==> config.mk <==
export PLATFORM = sky130hd
export DESIGN_NAME = enm_hit_ctrl_flat
export DESIGN_NICKNAME = d
export VERILOG_FILES = /design/src/rtl/enm_hit_ctrl_pkg.sv /design/src/rtl/enm_hit_ctrl_if.sv /design/src/rtl/enm_hit_ctrl_rr_arb3.sv /design/src/rtl/enm_hit_ctrl.sv /design/src/flat_wrapper.sv
export SDC_FILE = /design/constraint.sdc
export NUM_CORES = 1
export LEC_CHECK = 0
export ABC_AREA = 0
export ABC_CLOCK_PERIOD_IN_PS = 15000
export CAP_MARGIN = 20
export CORE_ASPECT_RATIO = 1.75
export CORE_MARGIN = 8
export CORE_UTILIZATION = 28
export DETAILED_ROUTE_END_ITERATION = 7
export DONT_BUFFER_PORTS = 1
export PLACE_DENSITY = 0.44
export SLEW_MARGIN = 0
export SYNTH_ARGS = -nofsm -noshare
export SYNTH_HDL_FRONTEND = slang
export SYNTH_SLANG_ARGS = --single-unit
==> constraint.sdc <==
create_clock -name clk22 -period 15 [get_ports clk22]
set_input_delay 1.5 -clock clk22 [delete_from_list [all_inputs] [get_ports clk22]]
set_output_delay 1.5 -clock clk22 [all_outputs]
set_load 0.02 [all_outputs]
==> src/rtl/enm_hit_ctrl_pkg.sv <==
// Shared constants, FSM state type and ring-index helper for the enemy
// hit-point controller.
package enm_pkg;
   localparam int NUM_ENM = 4;
   localparam int NUM_REQ = 3;
   localparam int HP_W    = 7;
   localparam int WAVE_W  = 4;
   localparam int HP_PH1  = 80;
   localparam int HP_PH2  = 40;

   typedef enum logic [1:0] {IDLE, RUN, CLEAR} state_t;

   // Folds 0..5 back onto the 0..2 requester ring.
   function automatic logic [1:0] rr_wrap(input logic [2:0] v);
      return (v >= 3'd3) ? 2'(v - 3'd3) : v[1:0];
   endfunction
endpackage

==> src/rtl/enm_hit_ctrl_if.sv <==
// Hit request bus between the three requesters and the HP controller.
interface enm_hit_ctrl_if;
   import enm_pkg::*;

   logic [NUM_REQ-1:0]           hit_req;
   logic [NUM_REQ-1:0][1:0]      hit_id;
   logic [NUM_REQ-1:0][HP_W-1:0] hit_dmg;
   logic [NUM_REQ-1:0]           hit_ack;

   modport master (output hit_req, hit_id, hit_dmg, input hit_ack);
   modport slave  (input hit_req, hit_id, hit_dmg, output hit_ack);
endinterface

==> src/rtl/enm_hit_ctrl_rr_arb3.sv <==
// Combinational 3-way round-robin arbiter; the pointer register is owned by
// the parent so it can be reset together with the rest of the controller.
module rr_arb3
   import enm_pkg::*;
(
   input  logic [2:0] req,
   input  logic [1:0] ptr,
   output logic [2:0] gnt,
   output logic [1:0] ptr_nxt
);

   logic [1:0] idx;
   logic       found;

   always_comb begin
      gnt     = '0;
      ptr_nxt = ptr;
      found   = 1'b0;
      idx     = '0;
      for (int k = 0; k < 3; k++) begin
         idx = rr_wrap({1'b0, ptr} + 3'(k));
         if (!found && req[idx]) begin
            gnt[idx] = 1'b1;
            ptr_nxt  = rr_wrap({1'b0, idx} + 3'd1);
            found    = 1'b1;
         end
      end
   end

endmodule

==> src/rtl/enm_hit_ctrl.sv <==
// Enemy HP controller: arbitrates hit requests, applies damage with
// per-enemy invulnerability and sequences waves with a respawn delay.
//
//   state | meaning
//   IDLE  | no wave running, HP held at 0, waiting for start
//   RUN   | wave active, acked hits apply damage
//   CLEAR | all enemies dead, counting respawn delay; hits are acked and dropped
module enm_hit_ctrl
   import enm_pkg::*;
#(
   parameter int HP_INIT     = 100,
   parameter int COOLDOWN    = 8,
   parameter int RESPAWN_DLY = 64
)(
   input  logic              clk22,
   input  logic              rst,
   input  logic              start,
   enm_hit_ctrl_if.slave     hit,
   output logic [HP_W-1:0]   enmhp1,
   output logic [HP_W-1:0]   enmhp2,
   output logic [HP_W-1:0]   enmhp3,
   output logic [HP_W-1:0]   enmhp4,
   output logic [WAVE_W-1:0] wave,
   output logic              all_dead,
   output logic              busy
);

   localparam int CD_W  = $clog2(COOLDOWN + 1);
   localparam int CNT_W = $clog2(RESPAWN_DLY + 1);

   localparam logic [HP_W-1:0]  HP_LOAD  = HP_W'(HP_INIT);
   localparam logic [CD_W-1:0]  CD_LOAD  = CD_W'(COOLDOWN);
   localparam logic [CNT_W-1:0] CNT_LAST = CNT_W'(RESPAWN_DLY - 1);

   state_t           state;
   logic [1:0]       ptr;
   logic [1:0]       ptr_nxt;
   logic [2:0]       gnt;
   logic [1:0]       gidx;
   logic             gvld;
   logic [1:0]       tgt;
   logic [HP_W-1:0]  dmg;
   logic             accept;
   logic [HP_W-1:0]  hp [NUM_ENM];
   logic [CD_W-1:0]  cd [NUM_ENM];
   logic [CNT_W-1:0] dly_cnt;

   rr_arb3 u_arb (
      .req     (hit.hit_req),
      .ptr     (ptr),
      .gnt     (gnt),
      .ptr_nxt (ptr_nxt)
   );

   assign hit.hit_ack = gnt;

   always_comb begin
      gidx = '0;
      for (int i = 0; i < NUM_REQ; i++) begin
         if (gnt[i]) gidx = 2'(i);
      end
   end

   assign gvld = |gnt;
   assign tgt  = hit.hit_id[gidx];
   assign dmg  = hit.hit_dmg[gidx];

   // Dead, cooling-down and zero-damage hits are acked but leave no trace.
   assign accept = (state == RUN) && gvld && (hp[tgt] != '0) &&
                   (cd[tgt] == '0) && (dmg != '0);

   assign all_dead = (hp[0] == '0) && (hp[1] == '0) &&
                     (hp[2] == '0) && (hp[3] == '0);

   assign enmhp1 = hp[0];
   assign enmhp2 = hp[1];
   assign enmhp3 = hp[2];
   assign enmhp4 = hp[3];

   always_ff @(posedge clk22) begin
      if (rst) begin
         state   <= IDLE;
         busy    <= 1'b0;
         ptr     <= '0;
         wave    <= '0;
         dly_cnt <= '0;
         for (int i = 0; i < NUM_ENM; i++) begin
            hp[i] <= '0;
            cd[i] <= '0;
         end
      end else begin
         ptr <= ptr_nxt;
         for (int i = 0; i < NUM_ENM; i++) begin
            if (cd[i] != '0) cd[i] <= cd[i] - 1'b1;
         end
         case (state)
            IDLE: begin
               if (start) begin
                  for (int i = 0; i < NUM_ENM; i++) begin
                     hp[i] <= HP_LOAD;
                     cd[i] <= '0;
                  end
                  wave  <= WAVE_W'(1);
                  state <= RUN;
                  busy  <= 1'b1;
               end
            end
            RUN: begin
               if (all_dead) begin
                  state   <= CLEAR;
                  busy    <= 1'b0;
                  dly_cnt <= '0;
               end else if (accept) begin
                  hp[tgt] <= (dmg >= hp[tgt]) ? '0 : hp[tgt] - dmg;
                  cd[tgt] <= CD_LOAD;
               end
            end
            CLEAR: begin
               if (dly_cnt == CNT_LAST) begin
                  for (int i = 0; i < NUM_ENM; i++) begin
                     hp[i] <= HP_LOAD;
                     cd[i] <= '0;
                  end
                  wave  <= wave + WAVE_W'(1);
                  state <= RUN;
                  busy  <= 1'b1;
               end else begin
                  dly_cnt <= dly_cnt + 1'b1;
               end
            end
            default: begin
               state <= IDLE;
               busy  <= 1'b0;
            end
         endcase
      end
   end

endmodule

==> src/flat_wrapper.sv <==
// flat-port wrapper written by rule: the top's interface ports become plain ports
module enm_hit_ctrl_flat import enm_pkg::*;
#(
   parameter int HP_INIT     = 100,
   parameter int COOLDOWN    = 8,
   parameter int RESPAWN_DLY = 64
)
  (clk22, rst, start, enmhp1, enmhp2, enmhp3, enmhp4, wave, all_dead, busy, hit_hit_req, hit_hit_id, hit_hit_dmg, hit_hit_ack);
  enm_hit_ctrl_if hit_i ();
  input  logic clk22;
  input  logic rst;
  input  logic start;
  output logic [HP_W-1:0] enmhp1;
  output logic [HP_W-1:0] enmhp2;
  output logic [HP_W-1:0] enmhp3;
  output logic [HP_W-1:0] enmhp4;
  output logic [WAVE_W-1:0] wave;
  output logic all_dead;
  output logic busy;
  input wire logic [$bits(hit_i.hit_req)-1:0] hit_hit_req;
  input wire logic [$bits(hit_i.hit_id)-1:0] hit_hit_id;
  input wire logic [$bits(hit_i.hit_dmg)-1:0] hit_hit_dmg;
  output wire logic [$bits(hit_i.hit_ack)-1:0] hit_hit_ack;
  assign hit_i.hit_req = hit_hit_req;
  assign hit_i.hit_id = hit_hit_id;
  assign hit_i.hit_dmg = hit_hit_dmg;
  assign hit_hit_ack = hit_i.hit_ack;
  enm_hit_ctrl #(.HP_INIT(HP_INIT), .COOLDOWN(COOLDOWN), .RESPAWN_DLY(RESPAWN_DLY)) u_core (.clk22(clk22), .rst(rst), .start(start), .hit(hit_i), .enmhp1(enmhp1), .enmhp2(enmhp2), .enmhp3(enmhp3), .enmhp4(enmhp4), .wave(wave), .all_dead(all_dead), .busy(busy));
endmodule
==> reports/qor.yml, run 1 <==
status:
  status: "complete, no violations"
sta:
  hold_violations: 0
  max-slew-margin-rel_pct: 36.7
  min_period_ns: 5.88
  whs_ns: 0.453
  rsz0062_at_grt: "no"
  tns_ns: 0
  max_freq_mhz: 170
  fin_crit_sh_pct: 39.2
  slew_violations: 0
  setup_ws_ns: 9.12
  tightest_slew_ns: 0.944
  finalSetupViolCount: 0
  finalClockSkew_ns: 0.00770
setup_path:
  required_ns: 15.18
  cp_max_fo: 16
  critical-path-max-stage-delay_ns: 0.74
  critical_path_class: "in2reg"
  worst_setup_path_end_kind: "flip-flop"
  crit_arrival_ns: 6.06
  cpMostUsedCell: "o31ai_1"
  path_cells: "nor4bb_1 > o31ai_1 > o2bb2ai_2 > mux2_4 > mux2_2 > a211oi_1 > a31oi_1 > ha_1 > nor2b_1 > o21ai_0 > a21boi_0 > o31ai_1 > a21oi_1 > o21a_1 > or3b_2 > nor2_1"
  cp_slowest_cell: "o2bb2ai_2"
  worstSetupStartpointType: "input pin"
floorplanning:
  rows: 56
  core-area_sq_um: 13400
  start_util_pct: 28.6
  die_area_sq_um: 17800
  die_x_microns: 104
  fp.dieH_microns: 171
  ios: 70
power:
  irDropWorstVdd_uv: 66.9
  switchingPower_uw: 487
  power_mw: 1.05
  leakagePower_nw: 1.55
  p_per_area_nw_per_um2: 243
  clkPwrFrac_pct: 20.8
  seqPwrFrac_pct: 22.7
  p_int_uw: 560
  combPwrFrac_pct: 56.5
  p_sw_share_pct: 46.5
logic_synthesis:
  ys_seq_area_share_pct: 38.7
  ys_ff_latch: 60
  syn-num-nets: 490
  synth.top_cells.by_count: "56 x nand2_1, 55 x nor2_1, 32 x dfxtp_1, 28 x edfxtp_1, 27 x o21ai_0"
  synth_area_leader_cell: "edfxtp_1"
  synthTopCellsByArea: "edfxtp_1 22%, dfxtp_1 17%, ha_1 6.2%"
  yosysMostFrequentCell: "nand2_1"
  synth_cell_types: 63
  netlist_area_sq_um: 3830
  synth-edff-count: 28
  synthDominantCellAreaShare_pct: 22.0
  ys_warn_count: 0
  synth_area_per_cell_sq_um: 8.76
  netlist_instances: 437
  ys.flop_type: "dfxtp_1"
  postSynth.asyncResetShare_pct: 0
clock_tree:
  worstSkewPairLatency_ns: 0.33
  cts_setup_buffers: 0
  h-tree-depth: 3
  ctsResizeCount: 0
  hold_buffers: 0
  clkTransAtPathRegs_ns: 0.05
  cts_tree: "yes"
  cts-buffers-inserted: 9
  ctsRootBufferMaster: "clkbuf_16"
  cts_buffer_depth: 2
  cts_sinks: 60
global_routing:
  overflow: 0
  grt_max_degree: 20
  grt.total_usage_pct: 13.6
  grt_pass1_vias: 3222
  grt_pass1_wl_microns: 18400
  antenna_found_initial: 0
placed_design:
  portBuffers: 0
  place_area_sq_um: 3990
  dp_hpwl_microns: 9620
  placed_cells: 599
  gp_congestion: 0.878
  pre_cts_ws_ns: 8.76
worst_hold_path:
  hp-class: "reg2reg"
cells_and_area:
  nNetsFinal: 489
  diodes: 0
  layout-drive-gt1-share_pct: 9.30
  fin_util_pct: 32.2
  fin_area_sq_um: 4310
  finalNonFillerCells: 615
  syn_to_final_growth_pct: 12.6
detailed_routing:
  routedWlPerCell_microns: 19.6
  first_iter_violations: 148
  wirelength_microns: 12000
  vias: 3232
  drc: 0
  viasPerCell: 5.26
  first_pass_iters: 4
  detail-route-antenna-nets: 0
run:
  cap_violations: 0
[power by group through the flow]
stage,logic (mW),clock network [mW],registers (mW)
2_1_floorplan,0.444,0,0.230
3_3_place_gp,0.593,0,0.241
3_5_place_dp,0.593,0,0.242
4_1_cts,0.595,0.223,0.238
5_1_grt,0.657,0.230,0.241
6_report,0.592,0.218,0.238
[kinds of logic (layout without fill, tap and decap cells)]
logic type / count (synthesis) / after routing / synth area share [%]
flip-flops: 60 / 60 / 38.7
multiplexers: 21 / 21 / 6.21
AND/OR/NAND/NOR: 188 / 188 / 24.1
AO/OA/AOI/OAI: 103 / 103 / 17.3
buffers and inverters: 32 / 36 / 3.96
XOR/XNOR: 13 / 13 / 2.98
adder cells (fa/ha/maj): 20 / 20 / 6.74
[layer usage]
layer  vias to the layer above  routed length (microns)  track usage [%]
met5                         -                        0                0
met4                         0                      356             6.08
met3                        23                      838             4.63
met2                        99                     6820             26.9
met1                      1541                     4020             11.9
li1                       1569                        -                -
[critical path: cells and delay by family]
family / cells / cell delay (ns)
AO/OA/AOI/OAI: 9 / 2.34
AND/OR/NAND/NOR: 4 / 1.09
multiplexers: 2 / 0.76
adder cells (fa/ha/maj): 1 / 0.36
[area by class of cell]
| type | instances | area, sq um |
|---|---|---|
| fillers | 1390 | 9080 |
| multi-input cells | 345 | 2210 |
| flip-flops and latches | 60 | 1480 |
| clock buffers | 9 | 225 |
| well taps | 174 | 218 |
| clock inverters | 7 | 90.1 |
| inverters | 17 | 63.8 |
| repair buffers | 3 | 22.5 |
[cell usage in the layout, fill, tap and decap left out, types with 3 or more instances in the layout]
cell type,Yosys,routed
a211oi_1,7,7
nor3b_1,4,4
nand2b_1,7,7
ha_1,19,19
xnor2_1,8,8
nor3_1,8,8
edfxtp_1,28,28
o21ai_0,27,27
mux2_2,7,7
nor2_1,55,55
a21o_1,3,3
and3_1,7,7
nor4_1,10,9
xor2_1,5,5
inv_1,17,17
buf_4,3,3
and2_1,9,9
clkbuf_16,0,9
o21ai_1,5,5
a21oi_1,25,25
nand2_1,56,56
a31oi_1,8,8
nor2b_1,6,6
nand3_1,9,9
or3_1,4,4
mux2i_1,11,11
dfxtp_1,32,32
[sequential cells by signal, indices dropped and copies added (netlist names)]
name            flops
u_core.hp          28
u_core.cd          16
u_core.wave         4
u_core.state        2
u_core.busy         1
u_core.dly_cnt      7
u_core.ptr          2
[worst paths after layout]
kind,start,endpoint,slack [ns],cells after the start
worst max-delay path,hit_hit_req[2],u_core.hp[1][3],9.12,16
worst max register to register,u_core.ptr[0],u_core.hp[1][3],9.27,18
worst min register to register,u_core.dly_cnt[6],u_core.dly_cnt[6],0.45,2
worst min-delay path,u_core.dly_cnt[6],u_core.dly_cnt[6],0.45,2
(Power assumes the default switching activity.)
==> run 2: changes to the inputs <==
Settings changed: ABC_AREA 0 to 1, ABC_CLOCK_PERIOD_IN_PS 15000 to 5100, PLACE_DENSITY 0.44 to 0.46.
Clock period 15 ns to 5.1 ns, I/O delays scaled along.
==> run 2 against run 1 <==
- worst setup slack lost 8.6 ns
- flip-flop and latch count is the same
- synthesized cell count rose by 23%
- wire length shrank 0.66%
- critical endpoint is now u_core.hp[3][5]
- core utilization decreased by 0.14 points
- die area increased by 5.6%
- synthesized area increased by 6.4%
- highest routed layer unchanged
- critical path type is now reg2reg
- clock-buffer cell count unchanged
==> reports/qor.yml, run 2 <==
setup_path:
  r2r_slack_ns: 0.50  # -8.77 ns
  rr_worst_depth: 32  # +14
  worst_setup_path_end_kind: "flip-flop"
  critical-path-max-stage-delay_ns: 0.37  # -0.37 ns
  r2r-end: "u_core.hp[3][5]"
  cp.depth: 32  # +16
  cp_max_fo: 15  # -1
  cp_slowest_cell: "dfxtp_1"
  worstReg2RegStart: "u_core.ptr[0]"
  required_ns: 5.19  # -9.99 ns
  crit_arrival_ns: 4.69  # -1.37 ns
  worstSetupStartpointType: "flip-flop"
  cpMostUsedCell: "nand2_1"
  worstSetupEndpoint: "u_core.hp[3][5]"
  critical_path_class: "reg2reg"
  startpoint: "u_core.ptr[0]"
  crit_buf_inv: 7  # +7
  critPathTopFamily: "simple AND/OR/NAND/NOR gates"
cells_and_area:
  nNetsFinal: 594  # +21%
  largest_reg_flops: 28  # unchanged
  syn_to_final_growth_pct: 12.5  # about the same
  fill_cells: 1532  # +10%
  regMostFlops: "u_core.hp"
  finalNonFillerCells: 726  # +18%
  diodes: 0  # unchanged
  register_area_sq_um: 1480  # unchanged
  layout_common_cells: "113 x nand2_1, 80 x inv_1, 59 x nor2_1, 47 x nand3_1, 32 x dfxtp_1"
  multi_input_comb_area_sq_um: 2210  # +0.11%
  layout_commonest_cell: "nand2_1"
  fin_util_pct: 32.0  # -0.14 points
  layout-drive-gt1-share_pct: 11.7  # +2.4 points
  top_regs: "u_core.hp x28, u_core.cd x16, u_core.dly_cnt x7"
run:
  cap_violations: 0  # unchanged
detailed_routing:
  first_pass_iters: 4  # unchanged
  detail-route-antenna-nets: 0  # unchanged
  viasPerCell: 4.84  # -7.9%
  first_iter_violations: 182  # +23%
  drc: 0  # unchanged
  vias: 3515  # +8.8%
  wirelength_microns: 12000  # -0.66%
  routedWlPerCell_microns: 16.5  # -16%
sta:
  tns_ns: 0  # unchanged
  tightest_slew_ns: 0.617  # -0.327 ns
  finalSetupViolCount: 0  # unchanged
  max_freq_mhz: 217
  max-slew-margin-rel_pct: 58.7  # +22 points
  min_period_ns: 4.60
  slew_violations: 0  # unchanged
  whs_ns: 0.243  # -0.209 ns
  rsz0062_at_grt: "no"
  finalClockSkew_ns: 0.00712  # -0.000574 ns
  fin_crit_sh_pct: 90.2
  hold_violations: 0  # unchanged
placed_design:
  placed_cells: 710  # +19%
  portBuffers: 0  # unchanged
  gp_congestion: 0.866  # -1.4%
  dp_hpwl_microns: 9900  # +2.9%
clock_tree:
  clkTransAtPathRegs_ns: 0.06  # about the same
  cts_tree: "yes"
  cts_buffer_depth: 2  # unchanged
  hold_buffers: 0  # unchanged
  cts-buffers-inserted: 9  # unchanged
  cts_sinks: 60  # unchanged
  worstSkewPairLatency_ns: 0.33  # about the same
  ctsRootBufferMaster: "clkbuf_16"
  h-tree-depth: 3  # unchanged
floorplanning:
  fp.dieH_microns: 175  # +2.8%
  die_x_microns: 107  # +2.7%
  rows: 58  # +3.6%
  die_area_sq_um: 18800  # +5.6%
  start_util_pct: 28.5  # -0.12 points
  core-area_sq_um: 14300  # +6.8%
  ios: 70  # unchanged
logic_synthesis:
  ys_seq_area_share_pct: 36.4  # -2.3 points
  synth_area_leader_cell: "edfxtp_1"
  synth_top_family_by_area: "simple AND/OR/NAND/NOR gates"
  synth_cell_types: 46  # -27%
  synth.top_cells.by_count: "113 x nand2_1, 80 x inv_1, 59 x nor2_1, 47 x nand3_1, 32 x dfxtp_1"
  synth_xor_area_share_pct: 2.37  # -0.61 points
  synthTopCellsByArea: "edfxtp_1 21%, dfxtp_1 16%, nand2_1 10%"
  synth_fa_ha_area_share_pct: 6.33  # -0.40 points
  postSynth.asyncResetShare_pct: 0  # unchanged
  muxShareOfSynthArea_pct: 0  # -6.2 points
  synth_area_per_cell_sq_um: 7.57  # -14%
  synthDominantCellAreaShare_pct: 20.7  # -1.3 points
  yosysMostFrequentCell: "nand2_1"
  ys_ff_latch: 60  # unchanged
  netlist_area_sq_um: 4070  # +6.4%
  synth-edff-count: 28  # unchanged
  netlist_instances: 538  # +23%
  synth_compound_area_share_pct: 8.55  # -8.8 points
  yosys.area_share.simple_pct: 36.7  # +13 points
  syn-num-nets: 591  # +21%
  ys_warn_count: 0  # unchanged
  ys.flop_type: "dfxtp_1"
status:
  status: "complete, no violations"
global_routing:
  overflow: 0  # unchanged
  grt_max_degree: 17  # -15%
  grt.total_usage_pct: 13.1  # -0.51 points
  antenna_found_initial: 0  # unchanged
  grt_pass1_vias: 3525  # +9.4%
  grt_pass1_wl_microns: 18800  # +2.6%
worst_hold_path:
  hp-class: "in2reg"
run 2: per-layer routing:
metal	part of all wire [%]	wire, microns	vias up	GRT usage [%]
met2	55	6540	88	24.4
met5	0	0	-	0
met4	3.1	366	0	6.55
li1	-	-	1767	-
met1	36	4250	1638	12.4
met3	6.6	794	22	3.93
run 2: through the flow:
stage          cell area [sq um]  worst slack, ns
2_1_floorplan               4070             1.20
3_3_place_gp                4230            0.422
3_5_place_dp                4230            0.328
4_1_cts                     4570            0.306
5_1_grt                     4580           0.0843
6_report                    4580            0.501
run 2: cells by family after synthesis:
kind of cell / Yosys count
flip-flops: 60
AND/OR/NAND/NOR: 292
AO/OA/AOI/OAI: 61
adder cells (fa/ha/maj): 20
buffers and inverters: 94
XOR/XNOR: 11
run 2: layout make-up:
cell class	count	share of cell area, %
clock buffers	9	4.92
multi-input cells	384	48.2
flip-flops and latches	60	32.3
well taps	180	4.92
clock inverters	7	2.51
inverters	86	7.10
run 2: repair_timing:
item,4_1_cts,5_1_grt
setup buffers,0,0
gates resized for setup,0,2
endpoints found under the setup margin,0,3
run 2: worst min path at each step:
stage / start / end / cells after the start / slack (ns)
2_1_floorplan: u_core.dly_cnt[4] / u_core.dly_cnt[4] / 2 / 0.45
3_3_place_gp: u_core.dly_cnt[4] / u_core.dly_cnt[4] / 2 / 0.46
3_5_place_dp: u_core.dly_cnt[4] / u_core.dly_cnt[4] / 2 / 0.48
4_1_cts: rst / u_core.state[1] / 1 / 0.23
5_1_grt: rst / u_core.state[1] / 1 / 0.24
6_report: rst / u_core.ptr[1] / 1 / 0.24
Power of run 2 is not shown: default switching activity piles up to over one toggle a cycle in this logic, so the estimate is an artifact.
==> run 3: changes to the inputs <==
--- a/config.mk
+++ b/config.mk
@@ -9,5 +9,4 @@
 export ABC_CLOCK_PERIOD_IN_PS = 5100
 export CAP_MARGIN = 20
-export CORE_ASPECT_RATIO = 1.75
 export CORE_MARGIN = 8
 export CORE_UTILIZATION = 28
==> constraint.sdc (replaced) <==
create_clock -name clk22 -period 5.1 [get_ports clk22]
set_input_delay 0.51 -clock clk22 [delete_from_list [all_inputs] [get_ports clk22]]
set_output_delay 0.51 -clock clk22 [all_outputs]
set_load 0.05 [all_outputs]
==> run 3 against run 2 <==
- worst setup slack gained 0.10 ns
- register-to-register slack better by 0.10 ns
- design area is 1.2% lower
- worst hold slack got worse by 0.0014 ns
- core utilization down 0.54 points
- flip-flop and latch count did not move
- clock skew grew 0.00051 ns
- critical path depth shrank 2
- die area shrank 0.81%
- via count is 0.94% lower
- wire length decreased by 4.4%
- non-clock buffer count increased by 2
- highest routed layer unchanged
==> reports/qor.yml, run 3 (synthesized netlist as in run 2, its figures left out) <==
status:
  status: "complete, no violations"
global_routing:
  grt_max_degree: 17  # unchanged
  antenna_found_initial: 0  # unchanged
  overflow: 0  # unchanged
  grt_pass1_wl_microns: 18000  # -4.4%
  grt_pass1_vias: 3400  # -3.5%
  grt.total_usage_pct: 12.6  # -0.46 points
run:
  cap_violations: 0  # unchanged
detailed_routing:
  routedWlPerCell_microns: 15.6  # -5.2%
  first_iter_violations: 297  # +63%
  drc: 0  # unchanged
  wirelength_microns: 11400  # -4.4%
  vias: 3482  # -0.94%
  detail-route-antenna-nets: 0  # unchanged
  viasPerCell: 4.76  # -1.8%
  first_pass_iters: 4  # unchanged
sta:
  finalSetupViolCount: 0  # unchanged
  tns_ns: 0  # unchanged
  slew_violations: 0  # unchanged
  hold_violations: 0  # unchanged
  fin_crit_sh_pct: 88.1  # -2.1 points
  tightest_slew_ns: 0.693  # +0.0758 ns
  finalClockSkew_ns: 0.00763  # +0.000507 ns
  max-slew-margin-rel_pct: 53.6  # -5.1 points
  min_period_ns: 4.49  # -0.105 ns
  max_freq_mhz: 222  # +2.3%
  rsz0062_at_grt: "no"
cells_and_area:
  fin_util_pct: 31.5  # -0.54 points
  nNetsFinal: 596  # +0.34%
  fill_cells: 1522  # -0.65%
  diodes: 0  # unchanged
  layout-drive-gt1-share_pct: 11.9  # +0.14 points
  layout_commonest_cell: "nand2_1"
  register_area_sq_um: 1480  # unchanged
  largest_reg_flops: 28  # unchanged
  top_regs: "u_core.hp x28, u_core.cd x16, u_core.dly_cnt x7"
  multi_input_comb_area_sq_um: 2200  # -0.23%
  syn_to_final_growth_pct: 11.2
  layout_common_cells: "113 x nand2_1, 80 x inv_1, 59 x nor2_1, 47 x nand3_1, 32 x dfxtp_1"
  regMostFlops: "u_core.hp"
setup_path:
  cpMostUsedCell: "nand2_1"
  worstSetupStartpointType: "flip-flop"
  required_ns: 5.18  # about the same
  worst_setup_path_end_kind: "flip-flop"
  critical-path-max-stage-delay_ns: 0.41  # +0.04 ns
  cp_slowest_cell: "fa_1"
  crit_arrival_ns: 4.58  # -0.11 ns
  cp_max_fo: 15  # unchanged
  critical_path_class: "reg2reg"
clock_tree:
  ctsRootBufferMaster: "clkbuf_16"
  cts-buffers-inserted: 9  # unchanged
  hold_buffers: 0  # unchanged
  clkTransAtPathRegs_ns: 0.05  # about the same
  worstSkewPairLatency_ns: 0.33  # about the same
  h-tree-depth: 3  # unchanged
  cts_sinks: 60  # unchanged
  cts_buffer_depth: 2  # unchanged
  cts_tree: "yes"
floorplanning:
  start_util_pct: 28.3  # -0.14 points
  core-area_sq_um: 14400  # +0.51%
  rows: 44  # -24%
  fp.dieH_microns: 137  # -22%
  die_x_microns: 137  # +27%
  ios: 70  # unchanged
  die_area_sq_um: 18700  # -0.81%
placed_design:
  portBuffers: 0  # unchanged
  gp_congestion: 0.844  # -2.5%
  dp_hpwl_microns: 9090  # -8.2%
worst_hold_path:
  hp-class: "in2reg"
-- run 3: worst paths after layout --
| kind | depth (start not counted) | startpoint | slack [ns] | endpoint |
|---|---|---|---|---|
| hold / removal | 1 | rst | 0.24 | u_core.state[1] |
| setup reg to reg | 30 | u_core.ptr[0] | 0.61 | u_core.hp[3][6] |
| setup / recovery | 30 | u_core.ptr[0] | 0.61 | u_core.hp[3][6] |
| hold reg to reg | 2 | u_core.dly_cnt[4] | 0.48 | u_core.dly_cnt[4] |
-- run 3: critical path, delay by kind of cell, from the launching register on --
family	cells	cell delay [ns]
AO/OA/AOI/OAI	1	0.38
XOR/XNOR	1	0.16
adder cells (fa/ha/maj)	3	0.93
buffers and inverters	6	0.71
flip-flops	1	0.37
AND/OR/NAND/NOR	19	1.68
-- run 3: per-stage QoR --
stage / instances / hold WS (ns) / setup slack, ns / cell area [sq um]
2_1_floorplan: 538 / 0.454 / 0.992 / 4070
3_3_place_gp: 716 / 0.465 / 0.635 / 4250
3_5_place_dp: 716 / 0.475 / 0.507 / 4250
4_1_cts: 732 / 0.229 / 0.487 / 4520
5_1_grt: 732 / 0.239 / 0.152 / 4530
6_report: 732 / 0.242 / 0.606 / 4530
-- run 3: repair_timing --
item,4_1_cts,5_1_grt
setup buffers,0,0
gates resized for setup,0,1
setup endpoints to repair,0,1
-- run 3: area by class of cell --
type | instances | area share (%)
inverter | 86 | 7.19
clock buffer | 12 | 5.45
tap | 184 | 5.09
sequential | 60 | 32.7
multi-input combinational | 384 | 48.7
timing repair buffer | 2 | 0.332
clock inverter | 4 | 0.525
-- run 3: per-layer routing --
layer / vias up / GRT usage, % / share of wire [%]
li1: 1771 / - / -
met1: 1607 / 15.0 / 42
met2: 87 / 21.4 / 49
met3: 17 / 3.30 / 5.9
met4: 0 / 4.58 / 2.2
met5: - / 0 / 0
Power of run 3 is left out for the same reason.
